--- config.mk ---
export PLATFORM = sky130hd
export DESIGN_NAME = single_to_unsigned_int
export DESIGN_NICKNAME = d
export VERILOG_FILES = /design/src/rtl/single_to_unsigned_int.sv
export SDC_FILE = /design/constraint.sdc
export NUM_CORES = 1
export LEC_CHECK = 0
export ABC_AREA = 1
export ABC_CLOCK_PERIOD_IN_PS = 3000
export BUFFER_PORTS_ARGS = -buffer_cell sky130_fd_sc_hd__buf_2
export CORE_MARGIN = 2
export CORE_UTILIZATION = 55
export DETAILED_ROUTE_END_ITERATION = 10
export HOLD_SLACK_MARGIN = 0.12
export PLACE_DENSITY = 0.77
export SLEW_MARGIN = 25
export SYNTH_ARGS = -nofsm -noshare
export SYNTH_HDL_FRONTEND = slang
export SYNTH_SLANG_ARGS = --single-unit
export TNS_END_PERCENT = 30
--- constraint.sdc ---
create_clock -name clk -period 3 [get_ports clk]
set_input_delay 0.9 -clock clk [delete_from_list [all_inputs] [get_ports clk]]
set_output_delay 0.9 -clock clk [all_outputs]
set_load 0.005 [all_outputs]
--- src/rtl/single_to_unsigned_int.sv ---
// ============================================================================
// Module      : single_to_unsigned_int
// Description : 3-stage pipelined IEEE-754 single to 32-bit unsigned integer
//               converter, truncating toward zero with saturation.
// Revision    : 1.0 - initial release
// ============================================================================
`default_nettype none

module single_to_unsigned_int (
    input  logic        clk,
    input  logic        rst_n,
    input  logic [31:0] a,
    input  logic        a_valid,
    output logic        a_ready,
    output logic [31:0] z,
    output logic        z_invalid,
    output logic        z_valid,
    input  logic        z_ready
);

    typedef enum logic [1:0] {
        CLS_NORMAL   = 2'd0,
        CLS_ZERO     = 2'd1,
        CLS_ZERO_INV = 2'd2,
        CLS_MAX_INV  = 2'd3
    } cls_e;

    logic        advance;

    // Stage 1: classification and unpacked significand
    logic        v1_q,    v1_d;
    cls_e        cls1_q,  cls1_d;
    logic [4:0]  sh1_q,   sh1_d;
    logic [23:0] mant1_q, mant1_d;

    // Stage 2: truncated shift result
    logic        v2_q,    v2_d;
    cls_e        cls2_q,  cls2_d;
    logic [31:0] int2_q,  int2_d;

    // Stage 3: saturated output
    logic        z_valid_q,   z_valid_d;
    logic [31:0] z_q,         z_d;
    logic        z_invalid_q, z_invalid_d;

    logic        in_sign;
    logic [7:0]  in_exp;
    logic [22:0] in_man;
    cls_e        in_cls;
    logic [54:0] shift_full;

    assign advance   = !z_valid_q || z_ready;
    assign a_ready   = advance;
    assign z         = z_q;
    assign z_invalid = z_invalid_q;
    assign z_valid   = z_valid_q;

    assign in_sign = a[31];
    assign in_exp  = a[30:23];
    assign in_man  = a[22:0];

    // Order matters: NaN outranks the sign test, and -inf falls into the
    // negative-magnitude-at-least-one bucket.
    always_comb begin
        in_cls = CLS_NORMAL;
        if (in_exp == 8'd255 && in_man != 23'd0) begin
            in_cls = CLS_ZERO_INV;
        end else if (in_exp == 8'd255 && !in_sign) begin
            in_cls = CLS_MAX_INV;
        end else if (in_sign && in_exp >= 8'd127) begin
            in_cls = CLS_ZERO_INV;
        end else if (in_exp < 8'd127) begin
            in_cls = CLS_ZERO;
        end else if (in_exp >= 8'd159) begin
            in_cls = CLS_MAX_INV;
        end
    end

    always_comb begin
        v1_d    = v1_q;
        cls1_d  = cls1_q;
        sh1_d   = sh1_q;
        mant1_d = mant1_q;
        if (advance) begin
            v1_d = a_valid;
            if (a_valid) begin
                cls1_d  = in_cls;
                sh1_d   = 5'(in_exp - 8'd127);
                mant1_d = {1'b1, in_man};
            end
        end
    end

    // Full-width shift keeps every significant bit; the >>23 then truncates.
    assign shift_full = {31'd0, mant1_q} << sh1_q;

    always_comb begin
        v2_d   = v2_q;
        cls2_d = cls2_q;
        int2_d = int2_q;
        if (advance) begin
            v2_d = v1_q;
            if (v1_q) begin
                cls2_d = cls1_q;
                int2_d = 32'(shift_full >> 23);
            end
        end
    end

    always_comb begin
        z_valid_d   = z_valid_q;
        z_d         = z_q;
        z_invalid_d = z_invalid_q;
        if (advance) begin
            z_valid_d = v2_q;
            if (v2_q) begin
                case (cls2_q)
                    CLS_NORMAL: begin
                        z_d         = int2_q;
                        z_invalid_d = 1'b0;
                    end
                    CLS_ZERO: begin
                        z_d         = 32'd0;
                        z_invalid_d = 1'b0;
                    end
                    CLS_ZERO_INV: begin
                        z_d         = 32'd0;
                        z_invalid_d = 1'b1;
                    end
                    default: begin
                        z_d         = 32'hFFFF_FFFF;
                        z_invalid_d = 1'b1;
                    end
                endcase
            end
        end
    end

    always_ff @(posedge clk or negedge rst_n) begin
        if (!rst_n) begin
            v1_q        <= 1'b0;
            v2_q        <= 1'b0;
            z_valid_q   <= 1'b0;
            z_q         <= 32'd0;
            z_invalid_q <= 1'b0;
        end else begin
            v1_q        <= v1_d;
            v2_q        <= v2_d;
            z_valid_q   <= z_valid_d;
            z_q         <= z_d;
            z_invalid_q <= z_invalid_d;
        end
    end

    always_ff @(posedge clk) begin
        cls1_q  <= cls1_d;
        sh1_q   <= sh1_d;
        mant1_q <= mant1_d;
        cls2_q  <= cls2_d;
        int2_q  <= int2_d;
    end

endmodule

`default_nettype wire

# After elaboration in Yosys (flattened, before gate mapping)
# Cells that the tools add are included.
# totals
input_bits	36
elab_cells	39
out_inout_bits	35
ff_bits	100
# classes
magnitude_cmp	3
n_reduce_logical	14
n_eq_ne	3
add_sub_neg	1
n_mux	6
shift	1
# op_table
operator	count
32-bit one-hot mux with 2 select lines	1
24-bit by 5-bit left shift with 55-bit output	1
23-bit nonzero test	1
8-bit equality test, second input constant	1
8-bit by 7-bit greater-or-equal comparator with 1-bit output, second input constant	1
8-bit greater-or-equal comparator, second input constant	1
8-bit by 7-bit < comparator with 1-bit output, second input constant	1
2-bit AND reduction	3
5-bit subtractor, second input constant	1
2-bit two-way mux	2
2-bit OR reduction	2
1-bit logical AND	3
1-bit two-way mux	3
3-bit OR reduction	1
2-bit by 1-bit equality test with 1-bit output, second input constant	1
2-bit equality test, second input constant	1
1-bit logical NOT	2
2-bit logical NOT	1
1-bit logical OR	1

# Logic depth before layout (Yosys ltp)
# depth
ltp_word	5
mapped_depth	12
depth_no_buf	10

# Worst setup path after synthesis
# Ideal clock, no wire load.
# synth_timing
path_type	input to register
start	input port z_ready
end	register cls2_q[0], enable pin
path_stages	2
required_ns	2.574
slack_ns	0.135
t_arrival_ns	2.439
n_path_buf	0
setup_ns	0.426
cell_sequence	nor2_1 > nor2_1
# synth_via
elab_chain_cells	2
# synth_rtl
item	line_no	rtl
start, declared	18	input logic z_ready
1-bit logical OR	52	assign advance = !z_valid_q || z_ready;
2-bit AND reduction (no source line)	-	
end signal, assigned	159	cls2_q <= cls2_d;
end, declared	38	cls_e cls2_q, cls2_d;
# No other way between the ends.
# A chain may end at the register's enable or synchronous reset.

# Final worst setup path
# layout_timing
start	input port z_ready
end	output port a_ready
# layout_via
elab_chain_cells	1
# layout_rtl
item	line_no	rtl
1-bit logical OR	52	
end, declared	14	output logic a_ready,
# No other way between the ends.

==> run_results.csv <==
group,metric,value,unit
logic_synthesis,synthesis.nets,625,
global_route,antenna_found_initial,0,
floorplanning,start_util,56.4,%
clocking,cts_tree,"yes",
clocking,clk_latency,0.37,ns
setup_path,cpPeakStageDelay,0.14,ns
logic_synthesis,synth_area_leaders,"edfxtp_1 (37%), dfrtp_1 (17%), nand2_1 (11%)",
final_layout,nFillCells,823,
final_layout,antenna_cells,0,
sta,slew_headroom,35.7,%
placed_design,portBuffers,70,
drt,drc,0,
sta,skew,0.0166,ns
final_layout,drive_gt1_share,19.8,%
clocking,cts_made_buffers,9,
drt,num_vias,4156,
clocking,postCtsHoldBufs,0,
sta,fin_setup_tns,0,ns
drt,drt-wirelength-per-cell,14.3,um
sta,whs,0.439,ns
logic_synthesis,ys_ff_latch,100,
drt,first_pass_iters,5,
floorplanning,io_pins,71,
floorplanning,die-height,101,um
floorplanning,fp.coreArea,9200,um^2
global_route,grt-ovfl-total,0,
floorplanning,die-area,10200,um^2
logic_synthesis,avgSynthCellArea,8.85,um^2
placed_design,dp.cells,741,
power_and_ir_drop,p_leak,2.51,nW
placed_design,hpwl,8.02,mm
setup_path,worstPathRequired,2.10,ns
drt,routed_wl,10.8,mm
drt,antenna_left,0,
final_layout,final-seq-area,2820,um^2
setup_path,path_delay_family,"buffers and inverters",
drt,drt_iter0_markers,240,
final_layout,finish.utilization,62.4,%
final_layout,instances_no_fill,757,
clocking,cts.repair.resized,0,
clocking,htreeDepth,3,
global_route,track_usage,22.9,%
power_and_ir_drop,power-per-cell-area,761,nW/um^2
power_and_ir_drop,pwr-share-comb,30.4,%
logic_synthesis,synth_cell_types,32,
hold_path,hold_end,"cls2_q[0]$_DFFE_PP_",
setup_path,crit_slowest_cell,"buf_2",
clocking,post_cts_buffers,0,
logic_synthesis,ys_seq_area_share,54.5,%
floorplanning,rows,35,
sta,rsz0062_at_grt,"no",
power_and_ir_drop,finalPower,4.37,mW
setup_path,reg2reg_from,"sh1_q[1]$_DFFE_PP_",
setup_path,start_kind,"primary input",
final_layout,area_delta_synth_final,10.7,%
hold_path,hold_depth,0,
logic_synthesis,yosys_warnings,0,
logic_synthesis,yosys.area.top_type,"edfxtp_1",
global_route,grt_pass1_wl,18.4,mm
hold_path,worstHoldStart,"cls1_q[0]$_SDFFCE_PP0P_",
clocking,cts.sinks,100,
hold_path,hold_class,"register to register",
logic_synthesis,synthesis.instances,586,
placed_design,gp_congestion,0.951,
status,status,"complete, no violations",
setup_path,cp-end-kind,"output pin",
sta,worstMarginPinSlew,0.964,ns
setup_path,r2r_setup_slack,0.88,ns
power_and_ir_drop,p_switching,1.51,mW
final_layout,mostFrequentLayoutCell,"nand2_1",
drt,viasPerCell,5.49,
power_and_ir_drop,power.share.clock,21.8,%
clocking,clk_pin_slew_worst_paths,0.10,ns
setup_path,critPathBufInv,3,
setup_path,worst_ep_arrival_time,1.36,ns
setup_path,crit_path_max_fanout,5,
final_layout,nNetsFinal,680,
sta,maxSlewViolCount,0,
floorplanning,die_w,101,um
logic_synthesis,synth_top_area_share,37.1,%
sta,setup_viol_count_final,0,
setup_path,crit_chain,"buf_2 > nor2_1 > inv_1 > buf_2",
clocking,ctsRootBufferMaster,"clkbuf_8",
setup_path,path_class,"primary input to output pin",
power_and_ir_drop,p_int,2.86,mW
setup_path,rr_worst_depth,6,
final_layout,final_cell_mix,"nand2_1 (157), nand3_1 (112), buf_2 (70)",
sta,fmax,442,MHz
global_route,grt_pass1_vias,3944,
sta,period_share,75.4,%
sta,min_period,2.26,ns
clocking,cts_buffer_depth,2,
setup_path,reg2reg_to,"int2_q[5]$_DFFE_PP_",
power_and_ir_drop,switching_share,34.6,%
final_layout,multiInputGateArea,2030,um^2
flow_run,maxCapViolations,0,
global_route,grt_max_degree,65,
sta,final-hold-violation-count,0,
power_and_ir_drop,irDropWorstVdd,0.000396,V
setup_path,cp_common_cell,"buf_2",
power_and_ir_drop,power.share.sequential,47.8,%
logic_synthesis,synthesis.area,5180,um^2
-- Yosys cell counts --
cell	instances
buf_6	8
xnor2_1	1
nand2_1	157
nand3_2	12
a21oi_2	1
nand4_1	3
nand2_2	14
buf_8	1
clkbuf_1	9
inv_4	1
nand3_1	112
inv_8	1
a21oi_1	10
buf_4	5
inv_2	1
or2_2	1
or2_1	1
ha_1	3
xor2_1	2
nand3b_1	1
edfxtp_1	64
nor3_1	1
o41ai_1	1
a31oi_1	32
dfrtp_1	36
o21bai_1	1
inv_1	22
nor2_2	1
nor2_1	68
buf_1	1
buf_2	10
o21ai_0	5
-- worst max-delay path by stage --
stage	startpoint	slack, ns	cells past startpoint	end
finish	z_ready	0.74	4	a_ready
global route	sh1_q[1]$_DFFE_PP_	0.68	6	int2_q[4]$_DFFE_PP_
CTS	z_ready	0.73	4	a_ready
detailed placement	z_ready	0.74	4	a_ready
global placement	z_ready	0.74	4	a_ready
floorplan	z_ready	0.14	2	cls2_q[0]$_DFFE_PP_
-- state kept, by name (all words and copies together), names as in the netlist, 2 cells and up --
name / flops
mant1_q: 23
int2_q: 32
sh1_q: 5
cls1_q: 2
cls2_q: 2
z: 32
-- power by group through the flow --
stage,combinational (mW),clock (mW),sequential (mW)
6_report,1.33,0.953,2.09
3_3_place_gp,1.29,0,2.10
3_5_place_dp,1.33,0,2.12
4_1_cts,1.33,0.964,2.09
5_1_grt,1.52,1.02,2.13
2_1_floorplan,0.900,0,2.11
-- final cells by class --
type | count | area share [%]
multi-input cells | 427 | 35.4
inverters | 25 | 1.81
repair buffers | 78 | 7.15
clock inverters | 6 | 1.40
flip-flops and latches | 100 | 49.2
clock buffers | 10 | 2.59
well taps | 111 | 2.42
-- per-stage QoR --
step                setup WS [ns]  instance area [um^2]
floorplan                   0.135                  5180
global placement            0.744                  5510
detailed placement          0.737                  5510
CTS                         0.735                  5740
global route                0.675                  5740
finish                      0.737                  5740
-- cell families after synthesis --
kind of cell	share of synthesized area, %
AND/OR/NAND/NOR	32.1
flip-flops	54.5
buffers and inverters	6.44
AO/OA/AOI/OAI	5.79
XOR/XNOR	0.507
adder cells (fa/ha/maj)	0.724
-- layer usage --
metal	up-vias	GRT usage [%]	share of wire [%]
met5	-	0	0
li1	2108	-	-
met1	1916	31.1	47
met4	0	8.32	1.8
met2	114	37.9	47
met3	18	2.91	3.6
(Power assumes the default switching activity.)
